### src/rtl/ram_dp_be.sv
// ---------------------------------------------------------------------------
// ram_dp_be
//
// Simple-dual-port RAM with one write port and one read port on a single
// clock. Writes are byte-enabled, the read path has a selectable latency of
// one or two cycles, and the behaviour of a read that hits the word being
// written in the same cycle is selectable. A clear engine zeroes the whole
// array after reset and on request. Both ports are locked out while it runs.
//
// Parameters
//   DATA_WIDTH   : word width in bits, multiple of 8
//   ADDR_WIDTH   : address width, DEPTH = 2**ADDR_WIDTH words
//   READ_LATENCY : 1 or 2 cycles from accepted rd_en to rd_valid/rd_data
//   RDW_MODE     : same-address read during write returns
//                  0 = the old word, 1 = the byte-merged new word
//
// Ports
//   clk      : clock, everything on the rising edge
//   rst      : asynchronous active-high reset, restarts the clear engine
//   clr      : request a clear of the whole array (ignored while busy)
//   busy     : clear engine running, requests on both ports are ignored
//   wr_en    : write request
//   wr_addr  : write address
//   wr_be    : byte enables, bit i covers wr_data[8i+7:8i]
//   wr_data  : write data
//   rd_en    : read request
//   rd_addr  : read address
//   rd_data  : read data, holds its last value between reads
//   rd_valid : one-cycle pulse marking a fresh rd_data
// ---------------------------------------------------------------------------
module ram_dp_be #(
    parameter int DATA_WIDTH   = 32,
    parameter int ADDR_WIDTH   = 5,
    parameter int READ_LATENCY = 1,
    parameter int RDW_MODE     = 0
) (
    input  logic                    clk,
    input  logic                    rst,
    input  logic                    clr,
    output logic                    busy,
    input  logic                    wr_en,
    input  logic [ADDR_WIDTH-1:0]   wr_addr,
    input  logic [DATA_WIDTH/8-1:0] wr_be,
    input  logic [DATA_WIDTH-1:0]   wr_data,
    input  logic                    rd_en,
    input  logic [ADDR_WIDTH-1:0]   rd_addr,
    output logic [DATA_WIDTH-1:0]   rd_data,
    output logic                    rd_valid
);

    localparam int NBYTES = DATA_WIDTH / 8;
    localparam int DEPTH  = 2 ** ADDR_WIDTH;

    typedef enum logic {
        ST_CLEAR = 1'b0,
        ST_IDLE  = 1'b1
    } state_t;

    // Replace the bytes of old_word selected by be with those of new_word.
    function automatic logic [DATA_WIDTH-1:0] merge_bytes(
        input logic [DATA_WIDTH-1:0] old_word,
        input logic [DATA_WIDTH-1:0] new_word,
        input logic [NBYTES-1:0]     be
    );
        logic [DATA_WIDTH-1:0] res;
        res = old_word;
        for (int b = 0; b < NBYTES; b++) begin
            if (be[b]) begin
                res[8*b +: 8] = new_word[8*b +: 8];
            end
        end
        return res;
    endfunction

    // -----------------------------------------------------------------------
    // Clear engine FSM
    // -----------------------------------------------------------------------
    state_t                  state_q, state_d;
    logic [ADDR_WIDTH-1:0]   cnt_q, cnt_d;
    logic                    clear_active;
    logic                    wr_fire;
    logic                    rd_fire;

    assign clear_active = (state_q == ST_CLEAR);
    assign busy         = clear_active;

    // Requests are only honoured while the clear engine is idle. A read
    // accepted on the same edge that starts a clear still flows through the
    // pipeline, since the pipeline registers are independent of the FSM.
    assign wr_fire = wr_en & ~clear_active;
    assign rd_fire = rd_en & ~clear_active;

    always_ff @(posedge clk or posedge rst) begin
        if (rst) begin
            state_q <= ST_CLEAR;
            cnt_q   <= '0;
        end else begin
            state_q <= state_d;
            cnt_q   <= cnt_d;
        end
    end

    always_comb begin
        state_d = state_q;
        cnt_d   = cnt_q;
        case (state_q)
            ST_CLEAR: begin
                cnt_d = cnt_q + 1'b1;
                // Last word is being zeroed this cycle; busy drops after the edge.
                if (cnt_q == {ADDR_WIDTH{1'b1}}) begin
                    state_d = ST_IDLE;
                end
            end
            ST_IDLE: begin
                if (clr) begin
                    state_d = ST_CLEAR;
                    cnt_d   = '0;
                end
            end
            default: begin
                state_d = ST_CLEAR;
                cnt_d   = '0;
            end
        endcase
    end

    // -----------------------------------------------------------------------
    // Storage array
    // -----------------------------------------------------------------------
    logic [DATA_WIDTH-1:0] mem_q [DEPTH];

    // The clear engine owns the write port while it runs, so there is only
    // ever one write per cycle and the array maps onto a plain SDP RAM.
    always_ff @(posedge clk) begin
        if (clear_active) begin
            mem_q[cnt_q] <= '0;
        end else if (wr_fire) begin
            for (int b = 0; b < NBYTES; b++) begin
                if (wr_be[b]) begin
                    mem_q[wr_addr][8*b +: 8] <= wr_data[8*b +: 8];
                end
            end
        end
    end

    // -----------------------------------------------------------------------
    // Read word selection (read-during-write policy)
    // -----------------------------------------------------------------------
    logic [DATA_WIDTH-1:0] rd_word_d;
    logic                  rdw_hit;

    assign rdw_hit = wr_fire && (wr_addr == rd_addr);

    always_comb begin
        rd_word_d = mem_q[rd_addr];
        // In new-data mode a colliding write is forwarded around the array.
        if ((RDW_MODE != 0) && rdw_hit) begin
            rd_word_d = merge_bytes(mem_q[rd_addr], wr_data, wr_be);
        end
    end

    // -----------------------------------------------------------------------
    // Read pipeline
    // -----------------------------------------------------------------------
    logic [DATA_WIDTH-1:0] rd_data_q;
    logic                  rd_valid_q;

    generate
        if (READ_LATENCY == 2) begin : g_lat2
            logic                  vld_p1_q;
            logic [DATA_WIDTH-1:0] data_p1_q;

            always_ff @(posedge clk or posedge rst) begin
                if (rst) begin
                    vld_p1_q   <= 1'b0;
                    data_p1_q  <= '0;
                    rd_valid_q <= 1'b0;
                    rd_data_q  <= '0;
                end else begin
                    // Stage 1: array read
                    vld_p1_q <= rd_fire;
                    if (rd_fire) begin
                        data_p1_q <= rd_word_d;
                    end
                    // Stage 2: output register, holds between reads
                    rd_valid_q <= vld_p1_q;
                    if (vld_p1_q) begin
                        rd_data_q <= data_p1_q;
                    end
                end
            end
        end else begin : g_lat1
            always_ff @(posedge clk or posedge rst) begin
                if (rst) begin
                    rd_valid_q <= 1'b0;
                    rd_data_q  <= '0;
                end else begin
                    // Stage 1: array read straight into the output register
                    rd_valid_q <= rd_fire;
                    if (rd_fire) begin
                        rd_data_q <= rd_word_d;
                    end
                end
            end
        end
    endgenerate

    assign rd_data  = rd_data_q;
    assign rd_valid = rd_valid_q;

endmodule

### config.mk
export PLATFORM = sky130hd
export DESIGN_NAME = ram_dp_be
export DESIGN_NICKNAME = d
export VERILOG_FILES = /design/src/rtl/ram_dp_be.sv
export SDC_FILE = /design/constraint.sdc
export NUM_CORES = 1
export LEC_CHECK = 0
export CAP_MARGIN = 10
export CELL_PAD_IN_SITES_DETAIL_PLACEMENT = 1
export CELL_PAD_IN_SITES_GLOBAL_PLACEMENT = 1
export CORE_ASPECT_RATIO = 1.25
export CORE_MARGIN = 1.5
export CORE_UTILIZATION = 51
export CTS_BUF_LIST = sky130_fd_sc_hd__clkbuf_8
export DETAILED_ROUTE_END_ITERATION = 10
export GPL_TIMING_DRIVEN = 1
export PLACE_DENSITY_LB_ADDON = 0.1
export SLEW_MARGIN = 20
export SYNTH_ARGS = -nofsm -noshare
export SYNTH_HDL_FRONTEND = slang
export SYNTH_SLANG_ARGS = --single-unit
### constraint.sdc
create_clock -name clk -period 2.13 [get_ports clk]
set_input_delay 0.213 -clock clk [delete_from_list [all_inputs] [get_ports clk]]
set_output_delay 0.213 -clock clk [all_outputs]
set_load 0.01 [all_outputs]
==> results of run 1 <==
cells in the final DEF (no fill, tap or decap), types with 64 or more instances in the layout:
master           instances
buf_4                  265
a22o_1                  64
buf_12                  94
edfxtp_1              1024
mux2i_1                513
clkdlybuf4s50_1         81
a21oi_1                 65
a22oi_1                128
clkbuf_8               176
buf_6                   71
nor2_4                  67
worst paths after layout:
path                              from            end  cells after the start
max                            state_q  mem_q[27][22]                      9
min                         rd_addr[0]    rd_data[21]                      5
max reg2reg                    state_q  mem_q[27][22]                      9
min reg2reg                rd_data[21]    rd_data[21]                      2
max in group asynchronous          rst       cnt_q[1]                      4
min in group asynchronous          rst    rd_data[17]                      4
repair_timing:
action	CTS	global route
gates resized for setup	104	191
hold buffers	1	0
endpoints found under the setup margin	703	928
cloned	1	0
endpoints found under the hold margin	39	0
buffers inserted	2	26
pin swaps	2	10
registers in the layout, indices dropped and copies added, names as in the netlist:
signal	flops
cnt_q	5
state_q	1
rd_data	32
rd_valid	1
mem_q	1024
kinds of logic (layout without fill, tap and decap cells):
kind of cell	Yosys count	after routing	synth area share
DFF	1063	1063	0.7520
other	0	2	0
muxes	514	514	0.1220
AOI/OAI and AO/OA	408	408	0.07818
and+or+nand+nor	257	257	0.02666
xor gates and xnor gates	1	1	0.0002077
buffers and inverters	155	813	0.02032
adders and majority gates	2	2	0.0005931
worst max-delay path: cells and delay by family, from the launching register on:
| kind | cells | cell delay [ps] |
|---|---|---|
| flops | 1 | 390 |
| simple gates | 4 | 720 |
| compound gates | 1 | 110 |
| buf+inv | 4 | 540 |
power by group:
group / switching, mW / internal [mW]
sequential: 0.917 / 25.7
combinational: 6.51 / 4.75
clock: 7.84 / 7.87
cell type report:
type / count / area [µm²]
Antenna cell: 2 / 5.005
Fill cell: 7134 / 29630
Multi-Input combinational cell: 1182 / 10360
Clock inverter: 115 / 564.3
Inverter: 3 / 11.26
Clock buffer: 176 / 2422
Sequential cell: 1063 / 31730
Tap cell: 1071 / 1340
Timing Repair Buffer: 519 / 5627
per-layer routing:
layer  routed length (µm)  vias to the layer above  track usage
met5                    0                        -            0
met4                 3870                        0       0.1009
met3                 4651                      186      0.03761
met2                63340                      673       0.5039
met1                45440                    12690       0.3365
li1                     -                    10740            -
stage by stage:
step	utilization	area, µm²	cells	TNS (ps)	hold WS [ps]
global route	0.6373	52060	4131	-22870	85.73
global placement	0.5837	47680	3810	-830090	464.6
detailed placement	0.5837	47680	3810	-949450	475.7
floorplan	-	42190	2400	-314.6	295.5
finish	0.6373	52060	4131	-32.86	51.79
CTS	0.6253	51080	4105	-6554	6.752
==> impl_metrics.py, run 1 <==
metrics = {
    "outcome": {
        "status": "finished with violations",
        "violations": "setup timing",
    },
    "global_route": {
        "grt_pass1_wl_um": 172100,
        "grt_max_degree": 63,
        "grt_pass1_vias": 26840,
        "antenna_found_initial": 2,
        "grt_overflow": 0,
        "grt_usage": 0.2783,
    },
    "pwr": {
        "finalPower_mw": 53.56,
        "peakVddDrop_v": 0.0006985,
        "p_leak_nw": 19.33,
        "power_density_mw_per_mm2": 1029,
    },
    "synth": {
        "netlist_top_cells_area": "edfxtp_1, mux2i_1, dfrtp_1, a22oi_1, a22o_1",
        "ys.flop_type": "edfxtp_1",
        "yosys_warnings": 0,
        "synthesis.area_mm2": 0.04219,
        "synth.avg_cell_area_um2": 17.58,
        "syn-num-nets": 2453,
        "yosysTopAreaCellShare": 0.7289,
        "yosysMostFrequentCell": "edfxtp_1",
        "async_flop_share": 0.03669,
        "yosysUniqueCellTypes": 41,
        "netlist_top_cells_count": "edfxtp_1, mux2i_1, nor2_1",
        "yosys.area.top_type": "edfxtp_1",
        "synth_seq_cells": 1063,
        "synthCells": 2400,
        "synth-seq-area-share": 0.7520,
        "synth_edf_count": 1024,
    },
    "sta": {
        "slew_headroom": 0.6445,
        "rsz0062_at_grt": "yes",
        "fin_skew_ps": 42.08,
        "fin_crit_ps": 2142,
        "hold_viol": 0,
        "setup_slack_ps": -11.81,
        "worst_pin_slew_ps": 532.0,
        "fin_crit_sh": 1.006,
        "clock.fmax_ghz": 0.4669,
        "drv_slew": 0,
        "finalSetupViolCount": 4,
    },
    "floorplanning": {
        "core_area_mm2": 0.08169,
        "fp.dieH_um": 324.6,
        "dieArea_mm2": 0.08446,
        "die_x_um": 260.2,
        "row_count": 117,
        "io-pin-count": 85,
        "initial_core_util": 0.5164,
    },
    "setup_path": {
        "crit_path_start_kind": "flip-flop",
        "endpoint_kind": "flip-flop",
        "slowest_stage": "nor2_2",
        "worstPathMaxFanout": 8,
        "path_cells": "nand2_2 > nor2_4 > buf_6 > buf_6 > buf_12 > nor3_1 > a21oi_1 > buf_12 > nor2_2",
        "r2r_slack_ps": -10,
        "path_class": "reg -> reg",
        "critPathMaxStageDelay_ps": 400,
        "worstPathArrival_ps": 2600,
        "crit_required_ps": 2590,
    },
    "clocking": {
        "ctsLongestPathBuffers": 3,
        "clk_latency_ps": 830,
        "clk_pin_slew_ps": 70,
        "cts_buffers": 161,
        "ctsRootBufferMaster": "clkbuf_8",
        "cts_tree": "yes",
        "cts_sinks": 1063,
        "htreeDepth": 4,
    },
    "detailed_routing": {
        "ant_nets": 0,
        "first_pass_iters": 5,
        "wl_um": 117300,
        "drt-wirelength-per-cell_um": 28.39,
        "drc": 0,
        "drt_iter0_markers": 1747,
        "avgViaCountPerCell": 5.880,
        "vias": 24290,
    },
    "layout": {
        "layout-drive-gt1-share": 0.2632,
        "area_growth_syn_to_layout_pct": 23.40,
        "finalNetCount": 2983,
    },
    "hold_path": {
        "hold_class": "in -> reg",
    },
    "placement": {
        "place.gp.congestion": 0.8934,
        "dpl_worst_slack_ps": -971.1,
        "port-buffer-count": 84,
        "dp_hpwl_um": 74860,
    },
    "run": {
        "cap_violations": 0,
    },
}
(Power assumes the default switching activity.)
==> inputs of run 2 (changes only) <==
==> constraint.sdc (replaced) <==
create_clock -name clk -period 2.13 [get_ports clk]
set_input_delay 0.426 -clock clk [delete_from_list [all_inputs] [get_ports clk]]
set_output_delay 0.426 -clock clk [all_outputs]
set_load 0.01 [all_outputs]
==> run 2 against run 1 <==
Effect of this change:
- largest power group unchanged
- critical path depth increased by 2
- highest routed layer is now met5
- worst setup slack got worse by 78 ps
- the flow still finishes with violations (setup timing)
- clock power rose by 3%
==> impl_metrics.py, run 2 (synthesis results as in run 1) <==
metrics = {
    "setup_path": {
        "critPathTopFamily": "buffers and inverters",
        "r2r_slack_ps": -80,
        "slowest_stage": "clkdlybuf4s50_1",
        "worstPathArrival_ps": 2750,
        "critPathMaxStageDelay_ps": 420,
        "path_cells": "clkdlybuf4s50_1 > nor4_1 > buf_4 > nor2_4 > buf_12 > buf_4 > nor4_1 > a31oi_1 > buf_4 > nor2_1 > buf_4",
        "cp.buffers_inverters": 6,
        "crit_required_ps": 2660,
        "crit-reg2reg-capture": "mem_q[5][30]",
        "crit_path_start_kind": "primary input",
        "cp_common_cell": "buf_4",
        "worstPathMaxFanout": 11,
        "reg2reg_depth": 9,
        "path_class": "in -> reg",
        "endpoint_kind": "flip-flop",
        "r2r-start": "state_q",
    },
    "clocking": {
        "ctsRootBufferMaster": "clkbuf_8",
        "ctsLongestPathBuffers": 3,
        "cts_tree": "yes",
        "clk_pin_slew_ps": 70,
        "cts_sinks": 1063,
        "cts_buffers": 162,
        "htreeDepth": 4,
        "clk_latency_ps": 850,
    },
    "run": {
        "cap_violations": 0,
    },
    "floorplanning": {
        "fp.dieH_um": 324.6,
        "dieArea_mm2": 0.08446,
        "io-pin-count": 85,
        "die_x_um": 260.2,
        "initial_core_util": 0.5164,
        "core_area_mm2": 0.08169,
        "row_count": 117,
    },
    "detailed_routing": {
        "drt-wirelength-per-cell_um": 28.14,
        "drc": 0,
        "vias": 24300,
        "avgViaCountPerCell": 5.893,
        "first_pass_iters": 5,
        "wl_um": 116000,
        "drt_iter0_markers": 1781,
        "ant_nets": 0,
    },
    "pwr": {
        "power_frac_seq": 0.501,
        "peakVddDrop_v": 0.0006669,
        "clkPwrFrac": 0.303,
        "p_int_mw": 38.07,
        "pwr-share-comb": 0.196,
        "switchingPower_mw": 14.95,
        "p_leak_nw": 19.33,
        "power_density_mw_per_mm2": 1026,
        "p_sw_frac": 0.2820,
    },
    "sta": {
        "worst_pin_slew_ps": 589.7,
        "fin_crit_sh": 1.042,
        "fin_crit_ps": 2220,
        "drv_slew": 0,
        "finalSetupViolCount": 209,
        "fin_skew_ps": 38.54,
        "rsz0062_at_grt": "yes",
        "clock.fmax_ghz": 0.4505,
        "setup_slack_ps": -89.52,
        "slew_headroom": 0.6069,
        "hold_slack_ps": 319.9,
        "hold_viol": 0,
    },
    "hold_path": {
        "hold_depth": 2,
        "hold_class": "in -> reg",
        "hp-start": "clr",
        "worst_hold_path.endpoint": "cnt_q[1]",
    },
    "outcome": {
        "status": "finished with violations",
        "violations": "setup timing",
    },
    "global_route": {
        "antenna_found_initial": 4,
        "grt_pass1_vias": 26600,
        "grt_overflow": 0,
        "grt_pass1_wl_um": 170600,
        "grt_usage": 0.2754,
        "grt_max_degree": 36,
    },
    "layout": {
        "layout_commonest_cell": "edfxtp_1",
        "final_core_util": 0.6325,
        "layout-drive-gt1-share": 0.2548,
        "area_growth_syn_to_layout_pct": 22.48,
        "layout_common_cells": "edfxtp_1, mux2i_1, buf_4",
        "n_fill_cell": 7168,
        "largest_reg_flops": 1024,
        "finalNetCount": 2970,
        "top_register": "mem_q",
    },
    "placement": {
        "dp_hpwl_um": 74730,
        "port-buffer-count": 84,
        "place.gp.congestion": 0.8647,
    },
}
-- run 2: cell count changes in the layout (fill, tap and decap cells not counted), moves of 5 or more --
| cell | change |
|---|---|
| clkinvlp_4 | +5 |
| nor2_1 | +21 |
| buf_6 | -44 |
| clkdlybuf4s50_1 | -32 |
| dlygate4sd2_1 | +31 |
| nor2_4 | -24 |
| buf_4 | +30 |
-- run 2: cell type report --
cell class,count,area [µm²],area share
Inverter,3,16.27,0.0003148
Clock inverter,122,670.6,0.01298
Timing Repair Buffer,505,5335,0.1033
Tap cell,1071,1340,0.02594
Sequential cell,1063,31730,0.6142
Clock buffer,175,2409,0.04662
Antenna cell,2,5.005,0.00009687
Multi-Input combinational cell,1182,10160,0.1966
-- run 2: layer usage --
layer	up-vias	routed length (µm)	part of all wire	global-route usage
met3	217	4565	0.039	0.04167
met5	-	11	0.000095	0
li1	10710	-	-	-
met2	676	60860	0.52	0.4840
met4	2	4157	0.036	0.1005
met1	12690	46420	0.40	0.3433
-- run 2: power groups by stage --
stage,registers (mW),clock network (mW),logic [mW]
global route,26.7,17.2,11.0
global placement,26.9,0,9.09
floorplan,26.7,0,4.15
detailed placement,27.0,0,9.45
CTS,26.6,16.4,9.61
finish,26.5,16.1,10.4
-- run 2: stage by stage --
step | setup WS [ps] | cells | TNS, ps | instance area, µm² | power [mW]
2_1_floorplan | -110.1 | 2400 | -78950 | 42230 | 30.85
3_3_place_gp | -1066 | 3801 | -1221790 | 47780 | 35.96
3_5_place_dp | -1201 | 3801 | -1189690 | 47780 | 36.44
4_1_cts | -198.4 | 4103 | -8547 | 51100 | 52.58
5_1_grt | -133.1 | 4123 | -36210 | 51670 | 54.87
6_report | -89.52 | 4123 | -5784 | 51670 | 53.02
-- run 2: worst register-to-register path: cells and delay by family (launching register included) --
| family | cells | cell delay (ps) |
|---|---|---|
| buf+inv | 4 | 740 |
| compound gates | 1 | 130 |
| flops | 1 | 390 |
| simple gates | 4 | 670 |
-- run 2: timing repair --
item,in CTS,in global routing
setup buffers,4,16
gates cloned,0,2
endpoints found under the hold margin,8,0
setup endpoints to repair,660,690
resized for setup,103,100
pin swaps,1,2
hold buffers,1,0
-- run 2: how the worst max path moves through the flow --
| stage | start | slack (ps) | depth (start not counted) | to |
|---|---|---|---|---|
| 3_5_place_dp | wr_be[3] | -1200 | 9 | mem_q[3][15] |
| 5_1_grt | state_q | -130 | 10 | mem_q[23][24] |
| 2_1_floorplan | wr_be[3] | -110 | 7 | mem_q[3][0] |
| 6_report | wr_be[3] | -90 | 11 | mem_q[5][30] |
| 3_3_place_gp | wr_be[1] | -1070 | 9 | mem_q[3][6] |
| 4_1_cts | state_q | -200 | 7 | mem_q[16][29] |
